===== config.mk =====
export PLATFORM = sky130hd
export DESIGN_NAME = sdb_word_seq
export DESIGN_NICKNAME = d
export VERILOG_FILES = /design/src/rtl/sdb_word_seq.sv
export SDC_FILE = /design/constraint.sdc
export NUM_CORES = 1
export LEC_CHECK = 0
export ABC_AREA = 1
export CAP_MARGIN = 40
export CORE_UTILIZATION = 52
export DETAILED_ROUTE_END_ITERATION = 6
export GPL_TIMING_DRIVEN = 0
export PLACE_DENSITY_LB_ADDON = 0.12
export SLEW_MARGIN = 20
export SYNTH_ARGS = -nofsm -noshare
export SYNTH_HDL_FRONTEND = slang
export SYNTH_SLANG_ARGS = --single-unit

===== constraint.sdc =====
create_clock -name clk -period 3.2 [get_ports clk]
set_clock_uncertainty 0.15 [all_clocks]
set_input_delay 0.64 -clock clk [delete_from_list [all_inputs] [get_ports clk]]
set_output_delay 0.64 -clock clk [all_outputs]
set_load 0.005 [all_outputs]

===== src/rtl/sdb_word_seq.sv =====
// sdb_word_seq - multi-precision add sequencer around one external WIDTH-bit
// sdb_inner slice. A WIDTH*WORDS-bit operand set is accepted over a
// valid/ready handshake. The sequencer feeds the slice one word per cycle,
// least significant word first, and carries the slice carry between words
// in a register. It then presents the assembled sum and the final carry over
// a second valid/ready handshake. The sequencer does no arithmetic of its
// own: every sum bit comes from the slice.
//
// State table
//   state  | meaning
//   IDLE   | waiting for an operand set (in_ready=1)
//   RUN    | word idx is at the slice; sum word and carry are captured each cycle
//   DONE   | result presented (out_valid=1) until out_ready
//
// Ports
//   clk, rst_n                     clock; synchronous active-low reset
//   in_valid/in_ready              operand handshake
//   in_a/in_b/in_p/in_c_in         operand set and the carry into word 0
//   slc_a/slc_b/slc_p/slc_c_in     current word to the slice (0 outside RUN)
//   slc_s/slc_c_out                combinational slice result
//   out_valid/out_ready            result handshake
//   out_s/out_c_out                assembled sum and carry out of the top word
//   busy                           high in RUN or DONE
module sdb_word_seq #(
    parameter int WIDTH = 8,
    parameter int WORDS = 4
) (
    input  logic                   clk,
    input  logic                   rst_n,
    input  logic                   in_valid,
    output logic                   in_ready,
    input  logic [WIDTH*WORDS-1:0] in_a,
    input  logic [WIDTH*WORDS-1:0] in_b,
    input  logic [WIDTH*WORDS-1:0] in_p,
    input  logic                   in_c_in,
    output logic [WIDTH-1:0]       slc_a,
    output logic [WIDTH-1:0]       slc_b,
    output logic [WIDTH-1:0]       slc_p,
    output logic                   slc_c_in,
    input  logic [WIDTH-1:0]       slc_s,
    input  logic                   slc_c_out,
    output logic                   out_valid,
    input  logic                   out_ready,
    output logic [WIDTH*WORDS-1:0] out_s,
    output logic                   out_c_out,
    output logic                   busy
);

    localparam int TW = WIDTH * WORDS;
    localparam int IW = (WORDS > 1) ? $clog2(WORDS) : 1;
    localparam logic [IW-1:0] LAST_IDX = IW'(WORDS - 1);

    typedef enum logic [1:0] {
        S_IDLE = 2'd0,
        S_RUN  = 2'd1,
        S_DONE = 2'd2
    } state_t;

    state_t          state_q;
    logic [IW-1:0]   idx_q;
    logic            carry_q;
    logic [TW-1:0]   a_q;
    logic [TW-1:0]   b_q;
    logic [TW-1:0]   p_q;
    logic [TW-1:0]   res_q;
    logic [TW-1:0]   res_d;

    logic            run;
    logic [31:0]     shamt;
    logic [TW-1:0]   a_sh;
    logic [TW-1:0]   b_sh;
    logic [TW-1:0]   p_sh;

    // Word select by shifting the captured operand down; the low WIDTH bits
    // are the word at idx.
    assign shamt = 32'(idx_q) * 32'(WIDTH);
    assign a_sh  = a_q >> shamt;
    assign b_sh  = b_q >> shamt;
    assign p_sh  = p_q >> shamt;

    // All outputs are forced to zero while reset is asserted, even during the
    // cycle before the reset edge takes effect.
    assign run       = rst_n && (state_q == S_RUN);
    assign slc_a     = run ? a_sh[WIDTH-1:0] : '0;
    assign slc_b     = run ? b_sh[WIDTH-1:0] : '0;
    assign slc_p     = run ? p_sh[WIDTH-1:0] : '0;
    assign slc_c_in  = run && carry_q;

    assign in_ready  = rst_n && (state_q == S_IDLE);
    assign out_valid = rst_n && (state_q == S_DONE);
    assign busy      = rst_n && ((state_q == S_RUN) || (state_q == S_DONE));
    assign out_s     = rst_n ? res_q : '0;
    assign out_c_out = rst_n && carry_q;

    // Insert the slice sum into result word idx.
    always_comb begin
        res_d = res_q;
        for (int w = 0; w < WORDS; w++) begin
            if (idx_q == IW'(w)) begin
                res_d[w*WIDTH +: WIDTH] = slc_s;
            end
        end
    end

    always_ff @(posedge clk) begin
        if (!rst_n) begin
            state_q <= S_IDLE;
            idx_q   <= '0;
            carry_q <= 1'b0;
            a_q     <= '0;
            b_q     <= '0;
            p_q     <= '0;
            res_q   <= '0;
        end else begin
            case (state_q)
                S_IDLE: begin
                    if (in_valid) begin
                        a_q     <= in_a;
                        b_q     <= in_b;
                        p_q     <= in_p;
                        carry_q <= in_c_in;
                        idx_q   <= '0;
                        state_q <= S_RUN;
                    end
                end
                S_RUN: begin
                    res_q   <= res_d;
                    carry_q <= slc_c_out;
                    if (idx_q == LAST_IDX) begin
                        state_q <= S_DONE;
                    end else begin
                        idx_q <= idx_q + 1'b1;
                    end
                end
                S_DONE: begin
                    // Result registers hold after the handshake; only
                    // out_valid drops.
                    if (out_ready) begin
                        state_q <= S_IDLE;
                    end
                end
                default: begin
                    state_q <= S_IDLE;
                end
            endcase
        end
    end

endmodule


==> flow_summary_export.csv <==
group,metric,value,unit
finish,nNetsFinal,1205,
routing,first_pass_iters,6,
synthesis,synth.avg_cell_area,6.72,um^2
floorplan,dieArea,0.0120,mm^2
setup_path,critPathMaxFanout,10,
finish,drive_gt1_share,6.84,%
power,cellPowerDensity,791,mW/mm^2
floorplan,die_x,110,um
placed_design,routabilityCongestion,0.865,
synthesis,ys_types,17,
floorplan,die_h,110,um
sta,max-slew-margin-rel,63.2,%
placed_design,dp_hpwl,13000,um
global_route,grt_max_degree,17,
floorplan,rows,38,
synthesis,ys_seq_area_share,44.1,%
sta,finalCritPeriodShare,96.7,%
global_route,grt_use_total,30.7,%
setup_path,cp_num_buf_inv,4,
run,drv_cap,0,
cts,clkTransAtPathRegs,0.05,ns
global_route,antenna_found_initial,0,
floorplan,design.core.area,0.0111,mm^2
sta,rsz0062_at_grt,"false",
cts,cts.sinks,133,
routing,route.met2.wl,8310,um
global_route,overflow,0,
sta,setup_viol,0,
synthesis,synthCells,898,
floorplan,io_pins,171,
routing,highest_layer,"met4",
power,finalPower,6.69,mW
setup_path,slowest_stage,"clkdlybuf4s50_1",
routing,antenna_left,0,
cts,cts_tree,"done",
min_path,whs_path_depth,2,
setup_path,rr_endpoint,"res_q[1]$_SDFFE_PN0P_",
finish,area_growth,40.2,%
setup_path,critPathLaunchType,"flip-flop",
run_status,status,"finished, final reports clean",
routing,routed_wl,18000,um
setup_path,worst-setup-path-type,"reg2out",
cts,cts_setup_buffers,0,
setup_path,crit_path_end_kind,"primary output",
setup_path,critPathArrivalTime,2.30,ns
setup_path,crit_family,"buffers and inverters",
sta,final.min_clock_period,3.09,ns
min_path,min-delay-start,"b_q[8]$_SDFFE_PN0P_",
setup_path,reg2reg_slack,1.25,ns
sta,worst_pin_slew,0.551,ns
routing,wl_met3,1490,um
min_path,worstHoldPathType,"reg2reg",
synthesis,synth_fp_nets,1017,
power,peakVddDrop,0.000505,V
synthesis,ys_ff_latch,133,
routing,first_iter_violations,592,
cts,insertion_delay,0.41,ns
sta,slew_viol_final,0,
min_path,hold_path_end,"b_q[8]$_SDFFE_PN0P_",
synthesis,synth_area,0.00603,mm^2
finish,diodes,0,
cts,numCtsBuffers,17,
setup_path,r2r_start,"idx_q[1]$_SDFFE_PN0P_",
global_route,grt_pass1_wl,27700,um
routing,drcViolationCount,0,
global_route,grt_pass1_vias,5866,
setup_path,critPathLaunch,"state_q[1]$_SDFFE_PN0P_",
sta,hold_viol_final,0,
sta,setup_tns,0,ns
cts,cts_root_buf,"clkbuf_16",
power,p_leak,3.64,nW
sta,fmax,323,MHz
routing,wl_per_cell,14.6,um
synthesis,yosys_warnings,0,
cts,postCtsHoldBufs,0,
finish,layout_commonest_cell,"nor2_1",
setup_path,required,2.41,ns
routing,via_per_inst,5.14,
setup_path,reg2regPathDepth,8,
cts,clk_path_buf_depth,2,
floorplan,initial_core_util,54.4,%
routing,vias,6355,
setup_path,cp_cell_sequence,"inv_1 > ha_1 > clkbuf_4 > nand2_2 > buf_2 > a21oi_1 > clkdlybuf4s50_1",
setup_path,crit_path_max_incr_delay,0.54,ns
routing,wl_met1,7660,um
placed_design,port_buffers,169,
cts,htree_levels,4,
finish,final_cell_mix,"nor2_1 (314), clkdlybuf4s50_1 (169), dfxtp_1 (133)",
## registers in the layout (all words and copies together) (netlist names)
register  flops
idx_q         2
a_q          32
carry_q       1
p_q          32
res_q        32
b_q          32
state_q       2
## where the power goes
group	total [mW]	switching [mW]	internal, mW
Combinational	2.56	1.53	1.03
Sequential	2.33	0.220	2.11
Clock	1.81	0.674	1.13
## worst max-delay path by stage
stage	cells after the start	to	slack (ns)
after CTS	7	slc_a[6]	0.02
final	7	slc_b[6]	0.11
after global routing	7	slc_a[3]	0.007
after global placement	7	slc_b[6]	0.39
after detailed placement	7	slc_b[6]	0.38
after floorplan	4	slc_a[1]	1.14
## synthesized netlist by cell type
library cell    n  area (um^2)
o21ai_1        69          345
nand3_1         4         20.0
buf_6          10          113
inv_2           2         7.51
nand2_2         1         6.26
nor2_1        314         1180
nand2_1       100          375
inv_1          74          278
dfxtp_1       133         2660
clkbuf_1       16         60.1
ha_1            9          113
buf_1           1         3.75
buf_2          14         70.1
a21oi_1        48          240
buf_4          16          120
o21a_1          1         7.51
o21ai_0        86          430
## metrics by stage
stage	hold slack [ns]	cells	util [%]	area (um^2)	setup WS, ns
after global placement	0.290	1207	71.3	7900	0.392
after floorplan	0.279	898	-	6030	1.14
after detailed placement	0.295	1207	71.3	7900	0.379
final	0.301	1236	76.3	8460	0.106
after global routing	0.321	1236	76.3	8460	0.00678
after CTS	0.304	1236	76.2	8440	0.0218
## cell type report
type                       count  area, um^2
tap                          140         175
clock inverter                 5        50.0
fill                         895        2620
timing repair buffer         169        1690
sequential                   133        2660
clock buffer                  24         492
inverter                      76         285
multi-input combinational    632        2730
buffer                        57         375
## layer usage
metal  up-vias  global-route usage (%)
li1       3174                       -
met1      2829                    39.3
met2       301                    50.0
met3        51                    5.81
met4         0                    14.6
met5         -                       0
## cell families after synthesis
group	after synthesis	synth area share (%)
adders and majority gates	9	1.87
AOI/OAI and AO/OA	204	17.0
DFF	133	44.1
and+or+nand+nor	419	26.2
buffers and inverters	133	10.8
## worst reg2reg max path, cell delays in order, from the launching register on
cell and delay [ns]:
dfxtp_1 0.36, buf_4 0.18, inv_2 0.09, buf_2 0.21, ha_1 0.21, nand2_1 0.23, inv_1 0.21, nor2_1 0.14
nor2_1 0.06
## repair_timing
item,4_1_cts,5_1_grt
cloned,0,0
resized for setup,2,8
endpoints found under the setup margin,20,22
Power figures use the tool's default switching activity.
